==> config.mk <==
export PLATFORM = sky130hd
export DESIGN_NAME = seg7_display_driver
export DESIGN_NICKNAME = d
export VERILOG_FILES = /design/src/rtl/seg7_display_driver.sv
export SDC_FILE = /design/constraint.sdc
export NUM_CORES = 1
export LEC_CHECK = 0
export ABC_CLOCK_PERIOD_IN_PS = 9000
export BUFFER_PORTS_ARGS = -buffer_cell sky130_fd_sc_hd__buf_2
export CORE_ASPECT_RATIO = 1.25
export CORE_MARGIN = 4
export CORE_UTILIZATION = 25
export CTS_CLUSTER_SIZE = 25
export DETAILED_ROUTE_END_ITERATION = 10
export SLEW_MARGIN = 20
export SYNTH_ARGS = -nofsm -noshare
export SYNTH_HDL_FRONTEND = slang
export SYNTH_SLANG_ARGS = --single-unit
==> constraint.sdc <==
create_clock -name clk -period 9 [get_ports clk]
set_input_delay 1.8 -clock clk [delete_from_list [all_inputs] [get_ports clk]]
set_output_delay 1.8 -clock clk [all_outputs]
set_load 0.02 [all_outputs]
==> src/rtl/seg7_display_driver.sv <==
// seg7_display_driver
// Converts a 10-bit binary value to four BCD digits with a sequential
// double-dabble engine. The result drives a time-multiplexed, common-anode,
// 4-digit 7-segment display. Optionally blanks leading zeros.
module seg7_display_driver #(
    parameter int REFRESH_CNT = 50000,
    parameter bit BLANK_LZ    = 1'b1
) (
    input  logic        clk,
    input  logic        rst,
    input  logic [9:0]  din,
    output logic [3:0]  an,
    output logic [6:0]  seg,
    output logic        dp,
    output logic [15:0] bcd,
    output logic        busy
);

    typedef enum logic [1:0] {IDLE, SHIFT, DONE} state_t;

    state_t      state, state_next;
    logic [9:0]  last_val, last_val_next;
    logic [9:0]  latched, latched_next;
    logic [9:0]  shift_reg, shift_next;
    logic [15:0] scratch, scratch_next;
    logic [3:0]  count, count_next;
    logic [15:0] bcd_next;
    logic        busy_next;
    logic [15:0] scratch_adj;

    logic [15:0] refresh_cnt;
    logic [1:0]  digit_idx;
    logic [3:0]  an_next;
    logic [6:0]  seg_next;

    // Decimal point is never used on this board.
    assign dp = 1'b1;

    // Maps one BCD nibble to active-low segments; non-decimal codes are blank.
    function automatic logic [6:0] decode(input logic [3:0] nib);
        case (nib)
            4'd0:    decode = 7'b1000000;
            4'd1:    decode = 7'b1111001;
            4'd2:    decode = 7'b0100100;
            4'd3:    decode = 7'b0110000;
            4'd4:    decode = 7'b0011001;
            4'd5:    decode = 7'b0010010;
            4'd6:    decode = 7'b0000010;
            4'd7:    decode = 7'b1111000;
            4'd8:    decode = 7'b0000000;
            4'd9:    decode = 7'b0010000;
            default: decode = 7'h7F;
        endcase
    endfunction

    // Double-dabble correction: every BCD nibble of 5 or more gets +3 before the shift.
    always_comb begin
        for (int k = 0; k < 4; k++) begin
            scratch_adj[4*k +: 4] = (scratch[4*k +: 4] >= 4'd5) ?
                                    scratch[4*k +: 4] + 4'd3 : scratch[4*k +: 4];
        end
    end

    // Conversion state and datapath registers.
    always_ff @(posedge clk or posedge rst) begin
        if (rst) begin
            state     <= IDLE;
            last_val  <= '0;
            latched   <= '0;
            shift_reg <= '0;
            scratch   <= '0;
            count     <= '0;
            bcd       <= '0;
            busy      <= 1'b0;
        end else begin
            state     <= state_next;
            last_val  <= last_val_next;
            latched   <= latched_next;
            shift_reg <= shift_next;
            scratch   <= scratch_next;
            count     <= count_next;
            bcd       <= bcd_next;
            busy      <= busy_next;
        end
    end

    // Conversion FSM: capture a changed input, run ten adjust-and-shift steps, publish.
    always_comb begin
        state_next    = state;
        last_val_next = last_val;
        latched_next  = latched;
        shift_next    = shift_reg;
        scratch_next  = scratch;
        count_next    = count;
        bcd_next      = bcd;
        busy_next     = busy;
        case (state)
            IDLE: begin
                if (din != last_val) begin
                    latched_next = din;
                    shift_next   = din;
                    scratch_next = '0;
                    count_next   = '0;
                    busy_next    = 1'b1;
                    state_next   = SHIFT;
                end
            end
            SHIFT: begin
                {scratch_next, shift_next} = {scratch_adj[14:0], shift_reg, 1'b0};
                if (count == 4'd9) begin
                    state_next = DONE;
                end else begin
                    count_next = count + 4'd1;
                end
            end
            DONE: begin
                bcd_next      = scratch;
                last_val_next = latched;
                busy_next     = 1'b0;
                state_next    = IDLE;
            end
            default: state_next = IDLE;
        endcase
    end

    // Refresh timer: each digit stays enabled for REFRESH_CNT cycles.
    always_ff @(posedge clk or posedge rst) begin
        if (rst) begin
            refresh_cnt <= '0;
            digit_idx   <= '0;
        end else if (refresh_cnt == 16'(REFRESH_CNT - 1)) begin
            refresh_cnt <= '0;
            digit_idx   <= digit_idx + 2'd1;
        end else begin
            refresh_cnt <= refresh_cnt + 16'd1;
        end
    end

    // Selects the active digit and applies leading-zero blanking (units never blanks).
    always_comb begin
        an_next  = ~(4'b0001 << digit_idx);
        seg_next = decode(bcd[4*digit_idx +: 4]);
        if (BLANK_LZ) begin
            case (digit_idx)
                2'd1:    if (bcd[15:4]  == 12'd0) seg_next = 7'h7F;
                2'd2:    if (bcd[15:8]  == 8'd0)  seg_next = 7'h7F;
                2'd3:    if (bcd[15:12] == 4'd0)  seg_next = 7'h7F;
                default: ;
            endcase
        end
    end

    // Registered display drive so the pins stay glitch-free.
    always_ff @(posedge clk or posedge rst) begin
        if (rst) begin
            an  <= 4'b1111;
            seg <= 7'h7F;
        end else begin
            an  <= an_next;
            seg <= seg_next;
        end
    end

endmodule
# Yosys cells after proc, flatten, opt, wreduce, memory -nomap -nowiden
# Memory sizes are Yosys's and may differ from the RTL's.
# Index checks and enable logic that the tools add are counted.
totals:
  register_bits: 98
  mem_bits_ro: 112
  in_bits: 12
  out_inout_bits: 29
  elab_cells: 70
  memories: 1
memory_table:
  columns: ["name", "depth", "word_bits", "rd", "rd_ports_with_merged_regs", "wr", "line", "source"]
  rows:
  - ["(name not given)", 16, 7, 1, 0, 0, "41", "case (nib)"]
classes:
  add_sub_neg: 7
  magnitude_cmp: 4
  eq_ne: 11
  shifts: 2
  mux: 21
  bitwise: 1
  reduce_logical: 11
op_table:
  columns: ["operator", "n"]
  rows:
  - ["2-to-1 mux 16 bit", 2]
  - ["case mux 16 bit (2 select lines)", 1]
  - ["2-to-1 mux 7 bit", 3]
  - ["case mux 7 bit (3 select lines)", 1]
  - ["2-to-1 mux 4 bit", 5]
  - ["case mux 10 bit (2 select lines)", 1]
  - ["adder 16 x 1 -> 16 bit (second input constant)", 1]
  - ["equality test 16 bit (second input constant)", 1]
  - ["greater-or-equal comparator 4 x 3 -> 1 bit (second input constant)", 4]
  - ["indexed part select 16 x 5 -> 4 bit", 1]
  - ["adder 4 x 2 -> 4 bit (second input constant)", 3]
  - ["zero test 12 bit", 1]
  - ["2-to-1 mux 10 bit", 1]
  - ["inequality test 10 bit", 1]
  - ["zero test 8 bit", 1]
  - ["case mux 4 bit (2 select lines)", 1]
  - ["AND reduction 2 bit", 4]
  - ["equality test 2 bit (second input constant)", 3]
  - ["inequality test 2 bit (second input constant)", 3]
  - ["adder 4 x 1 -> 4 bit (second input constant)", 1]
  - ["equality test 2 x 1 -> 1 bit (second input constant)", 2]
  - ["equality test 4 bit (second input constant)", 1]
  - ["zero test 4 bit", 1]
  - ["2-to-1 mux 2 bit", 2]
  - ["11 further kinds", 12]

# Logic depth before layout (Yosys ltp)
# An unclocked memory read counts as a cell.
logic_depth:
  word_depth: 4
  depth_mapped: 7
  mapped_depth_nobuf: 6

# Worst setup path after synthesis
# OpenSTA, ideal clock, no wires.
synth_timing:
  path_kind: "in2reg"
  startpoint: "in din[2]"
  endpoint: "reg latched[0]"
  setup_ns: 0.125
  arrival_ns: 3.047
  required_ns: 8.875
  path_slack_ns: 5.828
  cell_stages: 5
  path_buffers: 1
  cell_sequence: "xor2_1 nor4_4 a311oi_4 buf_4 mux2_2"
synth_via:
  elab_chain_len: 2
synth_lines:
  columns: ["element", "line", "source"]
  rows:
  - ["start, declared", "11", "input logic [9:0] din,"]
  - ["inequality test 10 bit", "99", "if (din != last_val) begin"]
  - ["AND reduction 2 bit (no line)", null, null]
  - ["end signal, assigned", "78", "latched <= latched_next;"]
  - ["end, declared", "23", "logic [9:0] latched, latched_next;"]
# No other way between the ends.
# A chain may end at the register's enable or synchronous reset.

# Worst setup path in the final report
layout_timing:
  startpoint: "in din[8]"
  endpoint: "reg shift_reg[5]"
layout_via:
  elab_chain_len: 3
layout_lines:
  columns: ["element", "line", "source"]
  rows:
  - ["inequality test 10 bit", "99", null]
  - ["inequality test 2 bit (no line)", null, null]
  - ["AND reduction 2 bit (no line)", null, null]
  - ["end signal, assigned", "79", "shift_reg <= shift_next;"]
  - ["end, declared", "24", "logic [9:0] shift_reg, shift_next;"]
# No other way between the ends.

==> run_summary.xml <==
<?xml version="1.0" encoding="UTF-8"?>
<metrics>
  <group name="outcome">
    <metric name="status" unit="">finished clean</metric>
  </group>
  <group name="final_layout">
    <metric name="multi_input_comb_area" unit="mm^2">0.002401</metric>
    <metric name="n_antenna_cell" unit="">0</metric>
    <metric name="layout-drive-gt1-share" unit="%">26.37</metric>
    <metric name="fillerInstances" unit="">2011</metric>
    <metric name="finish.net_count" unit="">503</metric>
    <metric name="seq_area" unit="mm^2">0.002466</metric>
    <metric name="area_growth_syn_to_layout" unit="%">15.43</metric>
    <metric name="top_regs" unit="">bcd: 16 flops, refresh_cnt: 16 flops, scratch: 16 flops</metric>
  </group>
  <group name="grt">
    <metric name="wire_length_of_the_first_global_routing_pass" unit="mm">17.47</metric>
    <metric name="globalRouteTotalUtil" unit="%">9.473</metric>
    <metric name="first_global_vias" unit="">3512</metric>
    <metric name="grt_max_degree" unit="">90</metric>
    <metric name="grt_antenna_before_repair" unit="">0</metric>
    <metric name="globalRoute.totalOverflow" unit="">0</metric>
  </group>
  <group name="die">
    <metric name="initial_core_util" unit="%">25.68</metric>
    <metric name="floorplan.core_area" unit="mm^2">0.01961</metric>
    <metric name="die_x" unit="um">134.9</metric>
    <metric name="num_rows" unit="">57</metric>
    <metric name="die_y" unit="um">166.7</metric>
    <metric name="design.portCount" unit="">41</metric>
    <metric name="dieArea" unit="mm^2">0.02249</metric>
  </group>
  <group name="placed_design">
    <metric name="detailed_place_hpwl" unit="mm">7.079</metric>
    <metric name="placement.io_buffers" unit="">39</metric>
    <metric name="gp_congestion" unit="">0.8255</metric>
  </group>
  <group name="critical_path">
    <metric name="worstPathBufferInverterCount" unit="">1</metric>
    <metric name="slowest_stage" unit="">a41o_1</metric>
    <metric name="crit_path_start_kind" unit="">input port</metric>
    <metric name="worst_path_dominant_cell_family" unit="">compound AO/OA/AOI/OAI gates</metric>
    <metric name="critPathCaptureType" unit="">flip-flop</metric>
    <metric name="crit_path_max_incr_delay" unit="ns">0.92</metric>
    <metric name="cp_cell_sequence" unit="">buf_2 -&gt; xor2_1 -&gt; nor4_4 -&gt; a41o_1 -&gt; a221o_1</metric>
    <metric name="path_class" unit="">in2reg</metric>
    <metric name="crit_fanout" unit="">26</metric>
    <metric name="worst-endpoint-required" unit="ns">9.29</metric>
    <metric name="arrival_time_at_the_worst_endpoint" unit="ns">3.79</metric>
  </group>
  <group name="pwr">
    <metric name="switching_part_of_the_total" unit="%">35.87</metric>
    <metric name="ir_worst_vdd" unit="mV">0.1501</metric>
    <metric name="total_switching_power" unit="uW">618.7</metric>
    <metric name="power.static_leakage" unit="uW">0.002497</metric>
    <metric name="relative_contribution_of_the_clock_network_to_total_power" unit="%">22.5</metric>
    <metric name="power.internal" unit="uW">1106</metric>
    <metric name="comb_power_share" unit="%">34.6</metric>
    <metric name="power.share.sequential" unit="%">42.9</metric>
    <metric name="power_density" unit="mW/mm^2">296.7</metric>
  </group>
  <group name="timing">
    <metric name="timing.clock.skew" unit="ns">0.008461</metric>
    <metric name="rsz0062_at_grt" unit="">false</metric>
    <metric name="timing.hold.ws" unit="ns">0.4725</metric>
    <metric name="slew_violations" unit="">0</metric>
    <metric name="layout_min_cycle_time" unit="ns">3.501</metric>
    <metric name="finalSetupViolations" unit="">0</metric>
    <metric name="slew-limit-headroom" unit="%">33.21</metric>
    <metric name="final.period_utilization" unit="%">38.90</metric>
    <metric name="tns" unit="ns">0</metric>
    <metric name="timing_worst_slew_pin_value" unit="ns">1.002</metric>
    <metric name="finalHoldViolCount" unit="">0</metric>
    <metric name="max_clock_freq" unit="MHz">285.6</metric>
  </group>
  <group name="cts">
    <metric name="cts_buffer_depth" unit="">2</metric>
    <metric name="clock_tree.htree_level_count" unit="">3</metric>
    <metric name="cts.sink_count" unit="">98</metric>
    <metric name="tritoncts" unit="">yes</metric>
    <metric name="insertion_delay" unit="ns">0.35</metric>
    <metric name="holdBufCountCts" unit="">0</metric>
    <metric name="path_clk_slew" unit="ns">0.07</metric>
    <metric name="cts.root.buffer_cell" unit="">clkbuf_16</metric>
    <metric name="post-cts-setup-buffers" unit="">0</metric>
    <metric name="cts.repair.resized" unit="">0</metric>
    <metric name="numCtsBuffers" unit="">9</metric>
  </group>
  <group name="synth">
    <metric name="netlist.area_leader.share" unit="%">43.23</metric>
    <metric name="postSynth.topFlopCell" unit="">dfrtp_1</metric>
    <metric name="yosys_warnings" unit="">0</metric>
    <metric name="synth.distinct_cells" unit="">50</metric>
    <metric name="most_frequent_cell_after_synthesis" unit="">dfrtp_1</metric>
    <metric name="mappedNetlistNets" unit="">467</metric>
    <metric name="synth_area" unit="mm^2">0.005036</metric>
    <metric name="postSynthRegisterBits" unit="">98</metric>
    <metric name="netlist_instances" unit="">433</metric>
    <metric name="postSynthAreaPerCell" unit="um^2">11.63</metric>
    <metric name="yosysSeqAreaShare" unit="%">48.97</metric>
    <metric name="post_synth_arst_share" unit="%">100.0</metric>
    <metric name="netlist_top_cells_area" unit="">dfrtp_1, mux2_2, dfstp_2</metric>
    <metric name="number_of_enable_flip_flop_cells_after_synthesis" unit="">0</metric>
    <metric name="synth_top_area_cell" unit="">dfrtp_1</metric>
    <metric name="post_synth_most_frequent_cells" unit="">dfrtp_1, mux2_2, nand2_1</metric>
  </group>
  <group name="routing">
    <metric name="detail_route.vias_per_cell" unit="">4.648</metric>
    <metric name="route.vias.total" unit="">3435</metric>
    <metric name="drt_first_pass_iters" unit="">4</metric>
    <metric name="wirelength" unit="mm">10.28</metric>
    <metric name="final_routed_drc_violation_total" unit="">0</metric>
    <metric name="drt_wl_cell" unit="um">13.92</metric>
    <metric name="drtAntennaViolNets" unit="">0</metric>
    <metric name="drt-initial-drc-count" unit="">180</metric>
  </group>
  <group name="run">
    <metric name="max_cap_violations" unit="">0</metric>
  </group>
  <group name="worst_hold_path">
    <metric name="holdCritPathClass" unit="">reg2reg</metric>
  </group>
</metrics>
-- final timing paths --
check                         start        endpoint  slack [ns]  depth (start not counted)
max                          din[8]    shift_reg[5]        5.50                          5
min                            busy            busy        0.47                          1
max reg2reg                state[0]    shift_reg[5]        6.54                          3
min reg2reg                    busy            busy        0.47                          1
max in group asynchronous       rst            busy        6.68                          3
min in group asynchronous       rst  refresh_cnt[7]        1.34                          2
-- cells in the final DEF, fill, tap and decap left out, types with 3 or more instances in the layout --
cell,count
ha_1,22
dfstp_2,11
or3_1,4
nor2_1,21
mux2_2,41
nand4_1,6
mux2i_1,5
clkbuf_16,9
xnor2_1,12
nor2b_1,4
dfrtp_1,87
a221o_1,9
buf_2,39
o21ai_0,12
o31ai_1,4
o211ai_1,9
a21oi_1,22
inv_1,22
and2_1,11
mux4_2,4
nand2b_1,6
o2bb2ai_1,7
xor2_1,15
nor3b_1,3
nor3_1,4
a22o_1,10
or4_1,4
nand2_1,26
nand3_1,7
-- logic make-up after synthesis --
kind of cell	synth area share (%)
xor gates and xnor gates	5.789
other	0.07446
buffers and inverters	3.528
AOI/OAI and AO/OA	11.95
adders and majority gates	5.466
muxes	11.95
DFF	48.97
and+or+nand+nor	12.27
-- power groups by stage --
stage	sequential, uW	clock (uW)	combinational [uW]
6_report	739	389	597
5_1_grt	766	425	663
4_1_cts	739	404	603
3_5_place_dp	746	0	603
3_3_place_gp	738	0	579
2_1_floorplan	734	0	451
-- final cells by class --
type | instances | share of cell area, %
sequential | 98 | 42.42
inverter | 23 | 1.528
clock inverter | 5 | 1.055
clock buffer | 11 | 4.176
timing repair buffer | 42 | 3.810
tap | 265 | 5.704
multi-input combinational | 295 | 41.30
-- layer usage --
layer	wire length, um	global-route usage, %	up-vias
met2	4942	15.31	83
li1	-	-	1628
met5	0	0	-
met1	4586	12.03	1710
met4	135	2.543	0
met3	619	3.410	14
-- per-stage QoR --
stage,instances,worst slack (ns),cell area (um^2),util [%],total power [uW]
2_1_floorplan,433,4.656,5036,-,1186
3_3_place_gp,723,5.206,5505,28.07,1316
3_5_place_dp,723,5.123,5505,28.07,1349
4_1_cts,739,5.524,5809,29.62,1747
5_1_grt,739,5.390,5813,29.64,1853
6_report,739,5.499,5813,29.64,1724
Power figures use the tool's default switching activity.
